### src/rtl/fsm_seq_detect_if.sv
// rtl/fsm_seq_detect_if.sv - serial bit stream in, match pulse out
interface fsm_seq_detect_if;
  logic i_val;
  logic o_val;

  modport master (output i_val, input o_val);
  modport slave  (input i_val, output o_val);
endinterface

### src/rtl/fsm_seq_detect.sv
// rtl/fsm_seq_detect.sv - Moore detector for the serial pattern 1-1-0-1
module fsm_seq_detect #(
  parameter int OVERLAP = 1
) (
  input  logic              clk,
  input  logic              rst_n,   // active-high despite the name
  fsm_seq_detect_if.slave   bus
);

  typedef enum logic [2:0] {
    IDLE  = 3'd0,
    S1    = 3'd1,
    S11   = 3'd2,
    S110  = 3'd3,
    MATCH = 3'd4
  } state_t;

  state_t state;
  state_t state_next;

  // State register; reset wins over any pending transition, including MATCH.
  always_ff @(posedge clk) begin
    if (rst_n) begin
      state <= IDLE;
    end else begin
      state <= state_next;
    end
  end

  // Next-state decode; each state holds the longest matched prefix of 1101.
  always_comb begin
    state_next = IDLE;
    case (state)
      IDLE:    state_next = bus.i_val ? S1    : IDLE;
      S1:      state_next = bus.i_val ? S11   : IDLE;
      S11:     state_next = bus.i_val ? S11   : S110;
      S110:    state_next = bus.i_val ? MATCH : IDLE;
      // With overlap the trailing 1 of the match pairs with a new 1 as "11";
      // without it the new 1 is the first bit of a fresh search.
      MATCH: begin
        if (bus.i_val) begin
          state_next = (OVERLAP != 0) ? S11 : S1;
        end else begin
          state_next = IDLE;
        end
      end
      default: state_next = IDLE;
    endcase
  end

  assign bus.o_val = (state == MATCH);

endmodule

### src/flat_wrapper.sv
// flat-port wrapper written by rule: the top's interface ports become plain ports
module fsm_seq_detect_flat 
#(
  parameter int OVERLAP = 1
)
  (clk, rst_n, bus_i_val, bus_o_val);
  fsm_seq_detect_if bus_i ();
  input  logic clk;
  input  logic rst_n;
  input wire logic [$bits(bus_i.i_val)-1:0] bus_i_val;
  output wire logic [$bits(bus_i.o_val)-1:0] bus_o_val;
  assign bus_i.i_val = bus_i_val;
  assign bus_o_val = bus_i.o_val;
  fsm_seq_detect #(.OVERLAP(OVERLAP)) u_core (.clk(clk), .rst_n(rst_n), .bus(bus_i));
endmodule
### config.mk
export PLATFORM = sky130hd
export DESIGN_NAME = fsm_seq_detect_flat
export DESIGN_NICKNAME = d
export VERILOG_FILES = /design/src/rtl/fsm_seq_detect_if.sv /design/src/rtl/fsm_seq_detect.sv /design/src/flat_wrapper.sv
export SDC_FILE = /design/constraint.sdc
export NUM_CORES = 1
export LEC_CHECK = 0
export ABC_AREA = 1
export BUFFER_PORTS_ARGS = -buffer_cell sky130_fd_sc_hd__buf_2
export CORE_AREA = 2 2 39 41
export DETAILED_ROUTE_END_ITERATION = 7
export DIE_AREA = 0 0 41 43
export GPL_TIMING_DRIVEN = 0
export MAX_ROUTING_LAYER = met4
export PLACE_DENSITY = 0.3
export SLEW_MARGIN = 10
export SYNTH_ARGS = -nofsm -noshare
export SYNTH_HDL_FRONTEND = slang
export SYNTH_SLANG_ARGS = --single-unit
### constraint.sdc
create_clock -name clk -period 1.3 [get_ports clk]
set_input_delay 0.195 -clock clk [delete_from_list [all_inputs] [get_ports clk]]
set_output_delay 0.195 -clock clk [all_outputs]
set_load 0.01 [all_outputs]
==> flow_summary.json, run 1 <==
{
  "run_status": "complete, no violations",
  "dp_hpwl_um": 223,
  "synth.yosys.seq_area_share_pct": 44.0,
  "worstPathCellList": "inv_2, nand2_2, nor2_1, buf_2",
  "ir_drop_v": 0.000310,
  "grt_setup_unrepaired": "no",
  "synth_top_area_share_pct": 44.0,
  "drv_slew": 0,
  "regMostFlops": "u_core.state",
  "swShare_pct": 23.1,
  "io_buffers": 3,
  "crit_cells": 4,
  "cpLargestDelayFamily": "flip-flops",
  "ys_types": 8,
  "switchingPower_mw": 0.0669,
  "r2r_slack_ns": 0.50,
  "path_clk_slew_ns": 0.04,
  "synthAdderAreaFrac_pct": 0,
  "powerDensity_nw_per_um2": 1460,
  "critPathCapture": "bus_o_val",
  "r2r-start": "u_core.state[1]",
  "first_pass_iters": 4,
  "cts_htree_levels": 1,
  "synth_compound_area_share_pct": 3.67,
  "worstPathMaxFanout": 3,
  "finalCritPeriodShare_pct": 83.7,
  "area_growth_pct": 45.0,
  "die-width_um": 41,
  "instances_no_fill": 44,
  "clkPwrFrac_pct": 56.7,
  "ff_latch_area_um2": 60.1,
  "max_freq_ghz": 0.919,
  "synth_cells": 21,
  "syn_area_um2": 136,
  "yosys_warnings": 0,
  "synth_area_per_cell_um2": 6.49,
  "setup.worst_path.start": "u_core.state[1]",
  "grt.overflow.total": 0,
  "vias": 144,
  "final_area_um2": 198,
  "clockBufferDepth": 2,
  "setup_viol": 0,
  "rr_endpoint": "u_core.state[1]",
  "power.internal_mw": 0.222,
  "cp-end-kind": "output port",
  "grt_max_degree": 6,
  "synth_top_family_by_area": "simple AND/OR/NAND/NOR gates",
  "crit_arrival_ns": 0.89,
  "final_net_count": 32,
  "crit_slowest_cell": "dfxtp_1",
  "die_area_um2": 1760,
  "cap_violations": 0,
  "synth.area.top_cells": "dfxtp_1, nor2_1, nand3_1, nand2_1, inv_2",
  "tritoncts": "yes",
  "relSlewSlack_pct": 89.8,
  "drc": 0,
  "ff2ff_path_depth": 5,
  "rows": 14,
  "coreArea_um2": 1380,
  "largestRegisters": "u_core.state (3)",
  "seq_power_share_pct": 34.7,
  "drive_above_1_share_pct": 35.7,
  "viasPerCell": 3.27,
  "hold_buffers": 0,
  "finalHoldViolCount": 0,
  "hold_path_class": "in2reg",
  "dp.cells": 40,
  "cts_root_buffer": "clkbuf_4",
  "grt_pass1_vias": 134,
  "crit_type": "reg2out",
  "power.total_mw": 0.289,
  "finClkSkew_ns": 0.00273,
  "max_stage_delay_ns": 0.36,
  "drtAntennaViolNets": 0,
  "cts_resized": 0,
  "die_h_um": 43,
  "multi_input_area_um2": 65.1,
  "largest_reg_flops": 3,
  "cts_setup_buffers": 0,
  "cp-start-kind": "register",
  "synthesis.nets": 24,
  "cts_sinks": 3,
  "grt_usage_pct": 5.34,
  "drt_iter0_markers": 5,
  "path_buf_inv": 2,
  "setup_tns_ns": 0,
  "boundaryPins": 4,
  "fillers": 165,
  "final.min_clock_period_ns": 1.09,
  "postPlaceCellArea_um2": 171,
  "synth_area_leader_cell": "dfxtp_1",
  "tightest_slew_ns": 0.151,
  "p_comb_share_pct": 8.6,
  "place.gp.congestion": 0.598,
  "synth-seq-cells": 3,
  "clkLatencyLatePin_ns": 0.23,
  "initial_core_util_pct": 9.86,
  "wl_per_cell_um": 6.82,
  "required_ns": 1.11,
  "synthMuxAreaShare_pct": 0,
  "synth_simple_gate_area_share_pct": 44.0,
  "numCtsBuffers": 3,
  "p_leak_nw": 0.0881,
  "grt_pass1_wl_um": 531,
  "utilization_pct": 14.3,
  "antenna_cells": 0,
  "wirelength_um": 300,
  "antenna_found_initial": 0,
  "synthXorXnorAreaFrac_pct": 0
}
power by group through the flow:
stage / sequential [mW] / combinational, mW / clock [mW]
2_1_floorplan: 0.101 / 0.0172 / 0
3_3_place_gp: 0.102 / 0.0253 / 0
3_5_place_dp: 0.102 / 0.0250 / 0
4_1_cts: 0.100 / 0.0250 / 0.172
5_1_grt: 0.100 / 0.0292 / 0.189
6_report: 0.100 / 0.0250 / 0.164
layout by cell type (no fill, tap or decap):
master and n:
a21oi_1 1, buf_2 3, clkbuf_1 1, clkbuf_4 3, dfxtp_1 3, inv_2 3
nand2_1 4, nand2_2 1, nand3_1 3, nor2_1 5, nor3_1 1
cell families (layout without fill, tap and decap cells):
group | after synthesis | after routing
simple gates | 14 | 14
flops | 3 | 3
buf+inv | 3 | 10
compound gates | 1 | 1
synth_stat cells:
cell type  instances
dfxtp_1            3
nand2_2            1
a21oi_1            1
nand3_1            3
nand2_1            4
nor3_1             1
inv_2              3
nor2_1             5
routing by layer:
metal	vias to the layer above	track usage (%)	part of all wire, %
met3	0	6.28	10
met4	0	4.00	0
li1	79	-	-
met2	4	5.31	38
met1	61	5.45	52
met5	-	-	0
how the worst min path moves through the flow:
stage                      end  start  slack, ns  depth (start not counted)
6_report       u_core.state[0]  rst_n       0.15                          2
5_1_grt        u_core.state[0]  rst_n       0.13                          2
4_1_cts        u_core.state[0]  rst_n       0.14                          2
3_5_place_dp   u_core.state[0]  rst_n       0.39                          2
3_3_place_gp   u_core.state[1]  rst_n       0.40                          2
2_1_floorplan  u_core.state[1]  rst_n       0.26                          1
per-stage QoR:
step / worst slack, ns / hold slack [ns]
floorplan: 0.527 / 0.264
global placement: 0.456 / 0.401
detailed placement: 0.448 / 0.393
CTS: 0.193 / 0.144
global route: 0.116 / 0.135
finish: 0.212 / 0.154
layout make-up:
cell class,instances,share of cell area (%)
sequential,3,30.4
inverter,3,5.70
clock buffer,4,13.3
multi-input combinational,15,32.9
timing repair buffer,3,7.59
tap,16,10.1
No activity file was read; power rests on OpenSTA's default activity.
==> run 2: changes to the inputs <==
--- a/config.mk
+++ b/config.mk
@@ -5,7 +5,7 @@
 export SDC_FILE = /design/constraint.sdc
 export NUM_CORES = 1
 export LEC_CHECK = 0
-export ABC_AREA = 1
+export ABC_AREA = 0
 export BUFFER_PORTS_ARGS = -buffer_cell sky130_fd_sc_hd__buf_2
 export CORE_AREA = 2 2 39 41
 export DETAILED_ROUTE_END_ITERATION = 7
==> constraint.sdc (replaced) <==
create_clock -name clk -period 0.89 [get_ports clk]
set_input_delay 0.1335 -clock clk [delete_from_list [all_inputs] [get_ports clk]]
set_output_delay 0.1335 -clock clk [all_outputs]
set_load 0.01 [all_outputs]
==> flow_summary.json, run 2 <==
{
  "initial_core_util_pct": 9.40,
  "clockBufferDepth": 2,
  "grt_pass1_vias": 124,
  "postPlaceCellArea_um2": 168,
  "worstPathMaxFanout": 6,
  "synth_area_leader_cell": "dfxtp_1",
  "area_growth_pct": 59.6,
  "synth.area.top_cells": "dfxtp_1, or4bb_1, or3b_2, xnor2_1, nor3b_1",
  "layout_common_cells": "clkbuf_4, buf_2, dfxtp_2, or4bb_1",
  "fillers": 161,
  "boundaryPins": 4,
  "grt_setup_unrepaired": "yes",
  "drive_above_1_share_pct": 60.0,
  "finClkSkew_ns": 0.000325,
  "drv_slew": 0,
  "cts_root_buffer": "clkbuf_4",
  "grt.overflow.total": 0,
  "tightest_slew_ns": 0.200,
  "final.min_clock_period_ns": 1.06,
  "ir_drop_v": 0.000227,
  "dp_hpwl_um": 193,
  "final_net_count": 24,
  "run_status": "complete, but fails checks",
  "grt_max_degree": 7,
  "cp-start-kind": "register",
  "ys.flop_type": "dfxtp_1",
  "rows": 14,
  "drt_iter0_markers": 0,
  "largestRegisters": "u_core.state (3)",
  "crit_arrival_ns": 1.21,
  "largest_reg_flops": 3,
  "worst_slack_ns": -0.168,
  "whs_ns": 0.0852,
  "multi_input_area_um2": 75.1,
  "path_clk_slew_ns": 0.04,
  "synth_top_area_share_pct": 46.2,
  "cap_violations": 0,
  "p_leak_nw": 0.0794,
  "syn_area_um2": 130,
  "synth-seq-cells": 3,
  "drc": 0,
  "violations": "negative setup slack",
  "required_ns": 1.04,
  "clkLatencyLatePin_ns": 0.23,
  "utilization_pct": 15.0,
  "max_stage_delay_ns": 0.45,
  "async_reset_ff_share_pct": 0,
  "drtAntennaViolNets": 0,
  "die_h_um": 43,
  "finalCritPeriodShare_pct": 119,
  "antenna_cells": 0,
  "synth_cells": 12,
  "wirelength_um": 258,
  "synth_edf_count": 0,
  "ys_types": 9,
  "first_pass_iters": 1,
  "final_area_um2": 208,
  "grt_usage_pct": 4.41,
  "vias": 127,
  "powerDensity_nw_per_um2": 1990,
  "synth.most_common_cell": "dfxtp_1",
  "synth_commonest_cells": "dfxtp_1, or4bb_1",
  "grt_pass1_wl_um": 414,
  "hold_buffers": 0,
  "synthesis.nets": 15,
  "wl_per_cell_um": 7.17,
  "tritoncts": "yes",
  "io_buffers": 3,
  "yosys_warnings": 0,
  "post-place-ws_ns": -0.194,
  "setup.worst_path.start": "u_core.state[1]",
  "synth_area_per_cell_um2": 10.8,
  "cp-end-kind": "register",
  "cts_sinks": 3,
  "relSlewSlack_pct": 86.5,
  "worstHoldStart": "rst_n",
  "hold_path_class": "in2reg",
  "crit_type": "reg2reg",
  "power.total_mw": 0.414,
  "coreArea_um2": 1380,
  "r2r-start": "u_core.state[1]",
  "crit_slowest_cell": "or3b_2",
  "regMostFlops": "u_core.state",
  "place.gp.congestion": 0.522,
  "ff_latch_area_um2": 63.8,
  "numCtsBuffers": 3,
  "cts_htree_levels": 1,
  "worstPathCellList": "or3b_2, a31oi_1",
  "die-width_um": 41,
  "die_area_um2": 1760,
  "finalHoldViolCount": 0,
  "max_freq_ghz": 0.946,
  "antenna_found_initial": 0,
  "viasPerCell": 3.53,
  "synth.yosys.seq_area_share_pct": 46.2,
  "setup_viol": 2
}
==> run 2: cell count changes in the layout (fill, tap and decap cells not counted), moves of 2 or more <==
cell,delta
dfxtp_1,-3
dfxtp_2,+3
nand2_1,-4
nor2_1,-5
or4bb_1,+2
nand3_1,-2
inv_2,-3
==> run 2: final timing paths <==
check / end / slack [ns] / cells past startpoint
worst max-delay path: u_core.state[1] / -0.17 / 2
worst min-delay path: u_core.state[1] / 0.09 / 2
worst max register to register: u_core.state[1] / -0.17 / 2
worst min register to register: u_core.state[0] / 0.46 / 1
==> run 2: metrics by stage <==
| step | instances | TNS (ns) |
|---|---|---|
| detailed placement | 31 | -0.194 |
| finish | 36 | -0.270 |
| global route | 36 | -0.394 |
| CTS | 36 | -0.310 |
| global placement | 31 | -0.149 |
| floorplan | 12 | -0.128 |
==> run 2: routing by layer <==
metal | GRT usage [%] | wire length [um]
met4 | 10.0 | 10
met3 | 1.57 | 14
met1 | 3.49 | 103
met2 | 4.38 | 129
met5 | - | 0
==> run 2: what timing repair did <==
| item | CTS | global route |
|---|---|---|
| gates resized for setup | 2 | 0 |
| endpoints found under the setup margin | 2 | 2 |
| setup buffers | 1 | 0 |
| pin swaps | 1 | 1 |
==> run 2: cells by family after synthesis <==
group            synth area share (%)
AND/OR/NAND/NOR                  42.3
XOR/XNOR                         6.73
flip-flops                       46.2
AO/OA/AOI/OAI                    4.81
==> run 2: worst max-delay path: cells and delay by family, from the launching register on <==
family | cells | cell delay [ns]
AOI/OAI and AO/OA | 1 | 0.16
DFF | 1 | 0.37
and+or+nand+nor | 1 | 0.45
==> run 2: power by group <==
group | internal (mW) | switching [mW]
clock network | 0.168 | 0.0683
registers | 0.144 | 0.0106
logic | 0.0149 | 0.00835
==> run 2: cell type report <==
type	instances	area share, %
Timing Repair Buffer	4	10.8
Multi-Input combinational cell	9	36.1
Sequential cell	3	30.7
Tap cell	16	9.64
Clock buffer	4	12.7
